[src/rtl/alu_op_executor.sv]
// alu_op_executor: executes a decoded 4-bit ALU operation on two operands.
// Logic, add and move operations finish in one cycle. MULT and SQU run an
// iterative shift-add multiplier that consumes one multiplier bit per cycle.
// Results are handed to writeback through a start/ready/done handshake.
// Optional build macro: ALU_EXEC_EARLY_TERMINATE_EN. When defined, the
// multiplier stops as soon as no set multiplier bits remain. Results are the
// same in both builds; only the latency changes.
module alu_op_executor #(
    parameter int DATA_WIDTH = 32
) (
    input  logic                  clk,
    input  logic                  reset,
    input  logic                  start,
    input  logic [3:0]            ALUOperation,
    input  logic [DATA_WIDTH-1:0] A,
    input  logic [DATA_WIDTH-1:0] B,
    output logic                  ready,
    output logic                  done,
    output logic [DATA_WIDTH-1:0] ALUResult,
    output logic                  Zero,
    output logic                  illegal
);

    localparam int CNT_W = $clog2(DATA_WIDTH + 1);
    localparam logic [CNT_W-1:0] LAST_COUNT = CNT_W'(DATA_WIDTH - 1);

    localparam logic [3:0] OP_AND  = 4'b0000;
    localparam logic [3:0] OP_OR   = 4'b0001;
    localparam logic [3:0] OP_NOR  = 4'b0010;
    localparam logic [3:0] OP_ADD  = 4'b0011;
    localparam logic [3:0] OP_MOV  = 4'b0100;
    localparam logic [3:0] OP_SQU  = 4'b0101;
    localparam logic [3:0] OP_MULT = 4'b0110;

    typedef enum logic [1:0] {
        IDLE = 2'd0,
        MUL  = 2'd1,
        DONE = 2'd2
    } state_t;

    state_t                  state_reg;
    logic [DATA_WIDTH-1:0]   acc_reg;
    logic [DATA_WIDTH-1:0]   mcand_reg;
    logic [DATA_WIDTH-1:0]   mplier_reg;
    logic [CNT_W-1:0]        count_reg;

    logic [DATA_WIDTH-1:0]   single_result;
    logic                    single_illegal;
    logic                    is_mul;
    logic [DATA_WIDTH-1:0]   acc_next;

    // ready is a pure decode of the state so the decode stage sees it at once
    assign ready = (state_reg == IDLE);

    // Result of the single-cycle operations, taken straight from the inputs
    // because they complete on the same edge that accepts the request
    always_comb begin
        single_result  = '0;
        single_illegal = 1'b0;
        is_mul         = 1'b0;
        case (ALUOperation)
            OP_AND:  single_result = A & B;
            OP_OR:   single_result = A | B;
            OP_NOR:  single_result = ~(A | B);
            OP_ADD:  single_result = A + B;
            OP_MOV:  single_result = B;
            OP_SQU,
            OP_MULT: is_mul = 1'b1;
            default: single_illegal = 1'b1;
        endcase
    end

    // One shift-add step: add the multiplicand when the current multiplier bit is set
    always_comb begin
        acc_next = acc_reg + (mplier_reg[0] ? mcand_reg : '0);
    end

    // Control FSM with registered result, flags and multiplier datapath
    always_ff @(posedge clk or negedge reset) begin
        if (!reset) begin
            state_reg  <= IDLE;
            acc_reg    <= '0;
            mcand_reg  <= '0;
            mplier_reg <= '0;
            count_reg  <= '0;
            ALUResult  <= '0;
            Zero       <= 1'b1;
            illegal    <= 1'b0;
            done       <= 1'b0;
        end else begin
            done <= 1'b0;
            case (state_reg)
                IDLE: begin
                    if (start) begin
                        if (is_mul) begin
                            state_reg  <= MUL;
                            acc_reg    <= '0;
                            mcand_reg  <= A;
                            mplier_reg <= (ALUOperation == OP_SQU) ? A : B;
                            count_reg  <= '0;
                        end else begin
                            state_reg <= DONE;
                            ALUResult <= single_result;
                            Zero      <= (single_result == '0);
                            illegal   <= single_illegal;
                            done      <= 1'b1;
                        end
                    end
                end
                MUL: begin
`ifdef ALU_EXEC_EARLY_TERMINATE_EN
                    // No set bits left: the accumulator already holds the product
                    if (mplier_reg == '0) begin
                        state_reg <= DONE;
                        ALUResult <= acc_reg;
                        Zero      <= (acc_reg == '0);
                        illegal   <= 1'b0;
                        done      <= 1'b1;
                    end else begin
`else
                    begin
`endif
                        acc_reg    <= acc_next;
                        mcand_reg  <= mcand_reg << 1;
                        mplier_reg <= mplier_reg >> 1;
                        count_reg  <= count_reg + CNT_W'(1);
                        if (count_reg == LAST_COUNT) begin
                            state_reg <= DONE;
                            ALUResult <= acc_next;
                            Zero      <= (acc_next == '0);
                            illegal   <= 1'b0;
                            done      <= 1'b1;
                        end
                    end
                end
                DONE: begin
                    // start seen here is dropped, not queued
                    state_reg <= IDLE;
                end
                default: begin
                    state_reg <= IDLE;
                end
            endcase
        end
    end

endmodule

[config.mk]
export PLATFORM = sky130hd
export DESIGN_NAME = alu_op_executor
export DESIGN_NICKNAME = d
export VERILOG_FILES = /design/src/rtl/alu_op_executor.sv
export SDC_FILE = /design/constraint.sdc
export NUM_CORES = 1
export LEC_CHECK = 0
export BUFFER_PORTS_ARGS = -buffer_cell sky130_fd_sc_hd__buf_4
export CAP_MARGIN = 20
export CORE_MARGIN = 3
export CORE_UTILIZATION = 52
export CTS_CLUSTER_DIAMETER = 50
export DETAILED_ROUTE_END_ITERATION = 8
export GPL_TIMING_DRIVEN = 0
export PLACE_DENSITY_LB_ADDON = 0.08
export SLEW_MARGIN = 20
export SYNTH_ARGS = -nofsm -noshare
export SYNTH_HDL_FRONTEND = slang
export SYNTH_SLANG_ARGS = --single-unit
[constraint.sdc]
create_clock -name clk -period 7.3 [get_ports clk]
set_input_delay 1.095 -clock clk [delete_from_list [all_inputs] [get_ports clk]]
set_output_delay 1.095 -clock clk [all_outputs]
set_load 0.01 [all_outputs]
# [Word-level counts from Yosys, hierarchy flattened]
# Cells that the tools add are included.
[op_classes] addsub=3 n_eq_ne=12 muxes=37 bitwise=3 reduce_logical=10
[op_table] op="$mux 32" n=11
[op_table] op="$pmux 32 s2" n=4
[op_table] op="$pmux 32 s5" n=1
[op_table] op="$add 32x32->32" n=2
[op_table] op="$logic_not 32->1" n=2
[op_table] op="$and 32x32->32" n=1
[op_table] op="$not 32->32" n=1
[op_table] op="$or 32x32->32" n=1
[op_table] op="$eq 4x3->1 const B" n=3
[op_table] op="$mux 6" n=2
[op_table] op="$pmux 6 s2" n=1
[op_table] op="$mux 1" n=11
[op_table] op="$eq 4x2->1 const B" n=2
[op_table] op="$reduce_or 7->1" n=1
[op_table] op="$add 6x1->6 const B" n=1
[op_table] op="$eq 6x5->1 const B" n=1
[op_table] op="$mux 2" n=3
[op_table] op="$ne 2x2->1 const B" n=3
[op_table] op="$pmux 1 s2" n=3
[op_table] op="$eq 4x1->1 const B" n=1
[op_table] op="$logic_not 4->1" n=1
[op_table] op="$pmux 2 s2" n=1
[op_table] op="$reduce_and 4->1" n=1
[op_table] op="$reduce_and 3->1" n=1
[op_table] op="other kinds (6)" n=6
[word_totals] reg_bits=139 inputBits=71 output_inout_bits=36 elab_cells=74

# [Longest topological paths before layout]
# Gate-level depths: netlist of the first run.
[logic_depth] depth_word=7 ltp_mapped=15 depth_no_buf=14

# [Worst setup path before layout of the first run]
# OpenSTA, ideal clock, no wires.
[synth_timing] path_kind="input to register" from="input port A[0]" to="register Zero" setup_time_ns=0.060 arrival_time_ns=3.860 required_time_ns=7.240 slack_ns=3.381 cell_stages=14 n_path_buf=0 path_cell_list="ha_1 > inv_1 > fa_1 > nand2b_1 > a21bo_2 > a211oi_1 > nor2_1 > xnor2_1 > a21o_1 > or4_1 > nor4_1 > nand4_1 > nor4_1 > a21o_1"
[synth_via] elab_chain_len=7 elab_cells_between_ends=9 classes_between="add/sub: 1; mux: 4; bitwise: 3; reduce/logical: 1"
[synth_lines] item="from (decl)" line_no="15" text="input logic [DATA_WIDTH-1:0] A,"
[synth_lines] item="branches (longest 2 deep; another with $add 32x32->32)"
[synth_lines] item="$pmux 32 s5 *" line_no="61" text="case (ALUOperation)"
[synth_lines] item="$logic_not 32->1 *" line_no="104" text="Zero <= (single_result == '0);"
[synth_lines] item="$mux 1 *" line_no="95" text="if (is_mul) begin"
[synth_lines] item="$mux 1 *" line_no="94" text="if (start) begin"
[synth_lines] item="$pmux 1 s2 *" line_no="92" text="case (state_reg)"
[synth_lines] item="to (signal assigned)" line_no="104"
[synth_lines] item="to (signal assigned)" line_no="130" text="Zero <= (acc_next == '0);"
[synth_lines] item="to (decl)" line_no="20" text="output logic Zero,"
# Every way passes the cells marked *. The select of a mux whose other input is x is not followed.
# A chain may end at the register's enable or synchronous reset.

# [Worst setup path in the final report of the first run]
[layout_timing] from="register mplier_reg[0]" to="register Zero"
[layout_via] elab_chain_len=5
[layout_lines] item="from (decl)" line_no="44" text="logic [DATA_WIDTH-1:0] mplier_reg;"
[layout_lines] item="from (signal assigned)" line_no="99" text="mplier_reg <= (ALUOperation == OP_SQU) ? A : B;"
[layout_lines] item="from (signal assigned)" line_no="125" text="mplier_reg <= mplier_reg >> 1;"
[layout_lines] item="$mux 32" line_no="75" text="acc_next = acc_reg + (mplier_reg[0] ? mcand_reg : '0);"
[layout_lines] item="$add 32x32->32" line_no="75"
[layout_lines] item="$logic_not 32->1" line_no="130"
[layout_lines] item="$mux 1" line_no="127" text="if (count_reg == LAST_COUNT) begin"
[layout_lines] item="$pmux 1 s2" line_no="92"
# No other way between the ends. The select of a mux whose other input is x is not followed.

==> impl_summary.log, run 1 <==
INFO  metric post_synth_inst_count = 1496
INFO  metric grt_antenna_before_repair = 0
INFO  metric cts_repair_resize_count = 0
INFO  metric worst_slack_after_detailed_placement = roughly 2.3 ns
INFO  metric grt_setup_unrepaired = false
INFO  metric area_growth_syn_to_layout = 15.3%
INFO  metric numCtsBuffers = 17
INFO  metric worst-endpoint-required = about 7.7 ns
INFO  metric cts.htree.levels = 4
INFO  metric cts.clk_slew.worst_paths = approximately 0.07 ns
INFO  metric ys_types = 74
INFO  metric clock_tree_from_tritoncts = built
INFO  metric grt_max_degree = 94
INFO  metric post_route_cells_drive_above_1_share = 0.107
INFO  metric wire_length_of_the_first_global_routing_pass = about 60 mm
INFO  metric power.static_leakage = around 0.0063 µW
INFO  metric routed_via_density = ~6.0
INFO  metric insertion_delay = 0.44 ns
INFO  metric startpoint_type = flip-flop
INFO  metric starting_utilization_of_the_core_area = 0.531
INFO  metric coreArea = 0.0219 mm²
INFO  metric count_of_flip_flops_with_a_built_in_enable_after_synthesis = 0
INFO  metric cts_hold_buf = 0
INFO  metric path_max_fanout = 10
INFO  metric relSlewSlack = 0.341
INFO  metric max_freq = 0.216 GHz
INFO  metric reg2reg_setup_slack = 2.67 ns
INFO  metric iteration_count_of_the_initial_detailed_routing_pass = 6
INFO  metric die-area = about 0.024 mm²
INFO  metric critical_path_class = reg -> reg
INFO  metric synth-seq-area-share = 0.300
INFO  metric route.detailed.wl_per_inst = around 20 µm
INFO  metric core.rowCount = 54
INFO  metric via_count_of_the_first_global_routing_pass = between 10k and 15k
INFO  metric worstPathArrival = about 5 ns
INFO  metric worst_pin_slew = 0.988 ns
INFO  metric synth_top_cells_by_area = sky130_fd_sc_hd__dfrtp_1 30%, sky130_fd_sc_hd__ha_1 10%, sky130_fd_sc_hd__nand2_1 7.9%
INFO  metric timing.hold.worst.class = reg -> reg
INFO  metric grt.overflow.total = 0
INFO  metric floorplan_die_height = between 150 and 200 µm
INFO  metric post_synth.cell_area_avg = 7.77 µm²
INFO  metric via_count = roughly 12k
INFO  metric syn-cell-area = 0.0116 mm²
INFO  metric dp.final_hpwl = 30.7 mm
INFO  metric timing.hold.worst_endpoint = ALUResult[31]
INFO  metric r2r_depth = 15
INFO  metric total_power = between 4000 and 5000 µW
INFO  metric timing.clock.skew = roughly 0.013 ns
INFO  metric largest_area_contributor_in_the_netlist = sky130_fd_sc_hd__dfrtp_1
INFO  metric yosysWarnings = 0
INFO  metric timing.hold.worst_path_depth = 2
INFO  metric fin_crit_sh = 0.634
INFO  metric clock_path_buffers = 2
INFO  metric placement.io_buffers = 105
INFO  metric synthMostInstantiatedCell = sky130_fd_sc_hd__nand2_1
INFO  metric drc = 0
INFO  metric postSynthNetCount = about 1.7k
INFO  metric r2r-end = Zero
INFO  metric max_cap_violations = 0
INFO  metric tns = 0 ns
INFO  metric ctsRootBufferMaster = sky130_fd_sc_hd__clkbuf_16
INFO  metric report.final.slew_viol_count = 0
INFO  metric grtUsageTotal = 0.322
INFO  metric post-cts-setup-buffer-count = 0
INFO  metric max-vdd-ir-drop = 0.150 mV
INFO  metric synth-async-reset-ratio = 1.00
INFO  metric hold_ws = about 0.47 ns
INFO  metric post_synth_most_frequent_cells = 245 x sky130_fd_sc_hd__nand2_1, 142 x sky130_fd_sc_hd__nor2_1, 138 x sky130_fd_sc_hd__dfrtp_1
INFO  metric setup_viol_count_final = 0
INFO  metric worst_hold_startpoint = ALUResult[31]
INFO  metric ys.flop_type = sky130_fd_sc_hd__dfrtp_1
INFO  metric nets = 1792
INFO  metric final.min_clock_period = approximately 4.6 ns
INFO  metric num_antenna_cells = 0
INFO  metric die_w = about 160 µm
INFO  metric routed_wl = between 30 and 40 mm
INFO  metric clock_sink_count = 139
INFO  metric io_pins = ~110
INFO  metric postSynthRegisterBits = approximately 140
INFO  metric crit_path_capture_type = flip-flop
INFO  metric power-per-cell-area = 306 mW/mm²
INFO  metric ant_nets = 0
INFO  metric slack_of_the_critical_path = ~2.7 ns
INFO  metric drt_iter0_markers = 960
INFO  metric worst_r2r_startpoint = mplier_reg[0]
INFO  metric status = finished, final reports clean
INFO  metric synth_largest_type_area_fraction = 0.297
INFO  metric hold_violations = 0
INFO  metric gp_congestion = 0.978
## cells by family (layout without fill, tap and decap cells)
| group | Yosys count | after routing | synth area share |
|---|---|---|---|
| compound gates | 459 | 459 | 0.254 |
| flops | 139 | 139 | 0.300 |
| xor+xnor | 46 | 46 | 0.0347 |
| fa+ha+maj | 98 | 98 | 0.107 |
| mux | 45 | 45 | 0.0403 |
| simple gates | 550 | 550 | 0.213 |
| buf+inv | 159 | 299 | 0.0514 |
## power breakdown
| group | leakage [µW] | total, µW | internal, µW | switching [µW] |
|---|---|---|---|---|
| clock | 0.000287 | 866 | 456 | 410 |
| sequential | 0.00174 | 1280 | 1080 | 207 |
| combinational | 0.00430 | 1950 | 790 | 1160 |
| total | 0.00632 | 4100 | 2320 | 1770 |
## per-stage QoR
| stage | cells | util | area (µm²) |
|---|---|---|---|
| CTS | 1916 | 0.612 | 13400 |
| global placement | 1881 | 0.583 | 12800 |
| detailed placement | 1884 | 0.586 | 12800 |
| finish | 1916 | 0.612 | 13400 |
| floorplan | 1496 | - | 11600 |
| global route | 1916 | 0.612 | 13400 |
## worst max-delay path, cell delays in order, from the launching register on
cell and delay, ns:
sky130_fd_sc_hd__dfrtp_1 0.46, sky130_fd_sc_hd__clkbuf_1 0.21, sky130_fd_sc_hd__and2_1 0.18, sky130_fd_sc_hd__ha_1 0.27
sky130_fd_sc_hd__clkbuf_1 0.28, sky130_fd_sc_hd__nand4_1 0.19, sky130_fd_sc_hd__or2_0 0.28, sky130_fd_sc_hd__o221a_1 0.25
sky130_fd_sc_hd__a21oi_1 0.30, sky130_fd_sc_hd__o22ai_1 0.14, sky130_fd_sc_hd__xor2_1 0.20, sky130_fd_sc_hd__or4b_1 0.47
sky130_fd_sc_hd__or4_1 0.46, sky130_fd_sc_hd__or4_1 0.45, sky130_fd_sc_hd__o41ai_1 0.32, sky130_fd_sc_hd__a21o_1 0.13
## cell usage in the layout (no fill, tap or decap), drive strengths merged, types with 8 or more instances in the layout
cell type	count
a31oi	41
o21a	10
and3	10
o21ai	132
nand2b	11
o31ai	8
a221oi	13
a221o	16
nand2	245
nor2	142
nor3	22
mux2	14
and2	39
xor2	24
a22o	13
mux2i	31
ha	96
a21oi	120
xnor2	22
nand3	19
a211oi	13
a21o	36
inv	85
clkbuf	89
dfrtp	138
buf	121
a21boi	9
nand4	17
nor3b	8
## worst max-delay path by stage
stage,from,end,slack [ns],depth (start not counted)
CTS,mplier_reg[0],Zero,2.72,15
global placement,ALUOperation[0],ALUResult[30],1.88,11
floorplan,A[0],Zero,3.38,14
global route,mplier_reg[0],Zero,2.38,15
finish,mplier_reg[0],Zero,2.67,15
detailed placement,A[0],Zero,2.31,15
## per-layer routing
layer  wire length [µm]  GRT usage
met5                  0          0
met1              17500      0.462
met2              17600      0.519
met4                748     0.0717
met3               2900     0.0470
## final cells by class
cell class / count / area, µm²
clock inverter: 15 / 146
clock buffer: 17 / 425
tap: 280 / 350
multi-input combinational: 1198 / 7560
buffer: 85 / 319
timing repair buffer: 108 / 836
fill: 2079 / 8490
sequential: 139 / 3480
inverter: 74 / 278
No activity file was read; power rests on OpenSTA's default activity.
==> run 2: changes to the inputs <==
==> constraint.sdc (replaced) <==
create_clock -name clk -period 4.1 [get_ports clk]
set_input_delay 0.615 -clock clk [delete_from_list [all_inputs] [get_ports clk]]
set_output_delay 0.615 -clock clk [all_outputs]
set_load 0.01 [all_outputs]
==> run 2 against run 1 <==
- maximum frequency increased by 14%
- via count increased by 1.1%
- combinational power increased by 98%
- utilization increased by 1.7 points
- clock skew increased by 0.0022 ns
- count of clock-buffer cells in the layout unchanged
- non-clock buffer count increased by 9
- register-to-register slack got worse by 2.6 ns
- clock power increased by 78%
- critical path depth unchanged
- critical endpoint unchanged
- largest power group unchanged
==> impl_summary.log, run 2 (synthesized netlist as in run 1, its figures left out) <==
INFO  metric placement.io_buffers = ~110
INFO  metric drt_iter0_markers = roughly 940
INFO  metric max_cap_violations = 0
INFO  metric clock_path_buffers = 2
INFO  metric grt_most_used_layer = met2
INFO  metric timing.hold.worst.class = in -> async
INFO  metric grt_setup_unrepaired = true
INFO  metric coreArea = around 0.022 mm²
INFO  metric worst_pin_slew = approximately 1 ns
INFO  metric cts.clk_slew.worst_paths = 0.07 ns
INFO  metric report.final.slew_viol_count = 0
INFO  metric routed_via_density = ~6.0
INFO  metric relSlewSlack = 0.346
INFO  metric cts_hold_buf = 0
INFO  metric power-per-cell-area = roughly 560 mW/mm²
INFO  metric num_antenna_cells = 0
INFO  metric ctsRootBufferMaster = sky130_fd_sc_hd__clkbuf_16
INFO  metric worst_r2r_startpoint = mplier_reg[0]
INFO  metric worst-endpoint-required = 4.49 ns
INFO  metric grt_antenna_before_repair = 0
INFO  metric io_pins = ~110
INFO  metric clock_tree_from_tritoncts = built
INFO  metric crit_path_capture_type = flip-flop
INFO  metric gp_congestion = 0.978
INFO  metric clock_sink_count = between 100 and 150
INFO  metric global_route.usage.met1 = 0.464
INFO  metric area_growth_syn_to_layout = 18.6%
INFO  metric utilization = 0.630
INFO  metric grt_use_met3 = 0.0456
INFO  metric final.min_clock_period = 4.07 ns
INFO  metric core.rowCount = 54
INFO  metric numCtsBuffers = 17
INFO  metric fill_cells = slightly above 2k
INFO  metric nets = about 1.8k
INFO  metric timing.clock.skew = 0.0155 ns
INFO  metric cts.htree.levels = 4
INFO  metric floorplan_die_height = 155 µm
INFO  metric setup_viol_count_final = 0
INFO  metric via_count = roughly 12k
INFO  metric route.detailed.wl_per_inst = approximately 20 µm
INFO  metric reg2reg_setup_slack = roughly 0.032 ns
INFO  metric startpoint_type = flip-flop
INFO  metric r2r-end = Zero
INFO  metric critical_path_class = reg -> reg
INFO  metric die_w = 155 µm
INFO  metric wire_length_of_the_first_global_routing_pass = slightly above 60 mm
INFO  metric power.static_leakage = approximately 0.0064 µW
INFO  metric hold_violations = 0
INFO  metric via_count_of_the_first_global_routing_pass = ~11k
INFO  metric most_frequent_standard_cell_in_the_layout_excluding_fill_and_tap_cells = sky130_fd_sc_hd__nand2_1
INFO  metric max_freq = 0.246 GHz
INFO  metric grt.overflow.total = 0
INFO  metric r2r_depth = 15
INFO  metric iteration_count_of_the_initial_detailed_routing_pass = 6
INFO  metric worstPathArrival = between 4 and 5 ns
INFO  metric post_route_cells_drive_above_1_share = 0.137
INFO  metric status = finished, final reports clean
INFO  metric ant_nets = 0
INFO  metric final_cell_count_no_fill = around 1.9k
INFO  metric grtUsageMet2 = 0.529
INFO  metric path_max_fanout = 6
INFO  metric max-vdd-ir-drop = between 0.2 and 0.3 mV
INFO  metric drc = 0
INFO  metric dp.final_hpwl = approximately 30 mm
INFO  metric grt_max_degree = 94
INFO  metric insertion_delay = around 0.44 ns
INFO  metric grtUsageTotal = 0.326
INFO  metric numPlacedInstances = around 1.9k
INFO  metric fin_crit_sh = 0.992
INFO  metric starting_utilization_of_the_core_area = 0.531
INFO  metric final_cell_mix = 245 x sky130_fd_sc_hd__nand2_1, 141 x sky130_fd_sc_hd__nor2_1, 137 x sky130_fd_sc_hd__dfrtp_1, 126 x sky130_fd_sc_hd__o21ai_0, 120 x sky130_fd_sc_hd__buf_4
INFO  metric die-area = between 0.02 and 0.025 mm²
INFO  metric routed_wl = 39.4 mm
## run 2: cell types whose count changed in the layout (fill, tap and decap cells not counted), sizes merged
cell	before	now
clkbuf	89	82
buf	121	137
## run 2: layout make-up
type	instances	area, µm²	area share
multi-input combinational	1198	7840	0.569
sequential	139	3480	0.253
timing repair buffer	123	948	0.0688
clock buffer	17	425	0.0309
tap	280	350	0.0254
buffer	79	317	0.0230
inverter	74	278	0.0202
clock inverter	15	146	0.0106
## run 2: repair_timing
action / CTS / global route
pin swaps: 18 / 10
resized for setup: 42 / 16
endpoints found under the setup margin: 1 / 2
setup buffers: 12 / 3
## run 2: power breakdown
group / internal (µW) / switching (µW)
Clock: 811 / 726
Combinational: 1670 / 2190
Sequential: 1920 / 394
Total: 4400 / 3310
## run 2: worst max path at each step
stage	cells past startpoint	from	endpoint	slack (ns)
6_report	15	mplier_reg[0]	Zero	0.03
5_1_grt	14	mplier_reg[0]	Zero	-0.08
4_1_cts	14	mplier_reg[0]	Zero	-0.02
3_5_place_dp	15	mplier_reg[0]	Zero	-0.46
3_3_place_gp	11	ALUOperation[0]	ALUResult[30]	-0.84
2_1_floorplan	14	mplier_reg[0]	Zero	0.18
## run 2: per-layer routing
metal	vias to the layer above	wire (µm)
met5	-	0
met4	0	682
met3	48	3030
met2	432	18000
met1	5572	17700
li1	5592	-
## run 2: stage by stage
| stage | total power [µW] | hold WS, ns | worst slack, ns | setup TNS [ns] | area (µm²) |
|---|---|---|---|---|---|
| final | 7710 | 0.0563 | 0.0319 | 0 | 13800 |
| after global routing | 8240 | 0.0812 | -0.0836 | -0.108 | 13800 |
| after CTS | 7550 | 0.0732 | -0.0180 | -0.0180 | 13700 |
| after detailed placement | 5720 | 0.462 | -0.456 | -0.829 | 12800 |
| after global placement | 5660 | 0.456 | -0.841 | -10.83 | 12800 |
| after floorplan | 4660 | 0.319 | 0.183 | 0 | 11600 |
## run 2: critical path, cell delays in order, from the launching register on
cell and delay (ns):
sky130_fd_sc_hd__dfrtp_2 0.47, sky130_fd_sc_hd__and2_4 0.17, sky130_fd_sc_hd__ha_4 0.16, sky130_fd_sc_hd__fa_2 0.38, sky130_fd_sc_hd__a211oi_4 0.28, sky130_fd_sc_hd__buf_4 0.17, sky130_fd_sc_hd__o21ba_4 0.14, sky130_fd_sc_hd__o21ai_1 0.06
sky130_fd_sc_hd__nor4bb_1 0.30, sky130_fd_sc_hd__nand4bb_1 0.21, sky130_fd_sc_hd__nor4_2 0.26, sky130_fd_sc_hd__nand4b_1 0.19, sky130_fd_sc_hd__or4_1 0.42, sky130_fd_sc_hd__or4_4 0.46, sky130_fd_sc_hd__o41ai_4 0.23, sky130_fd_sc_hd__a21o_1 0.12
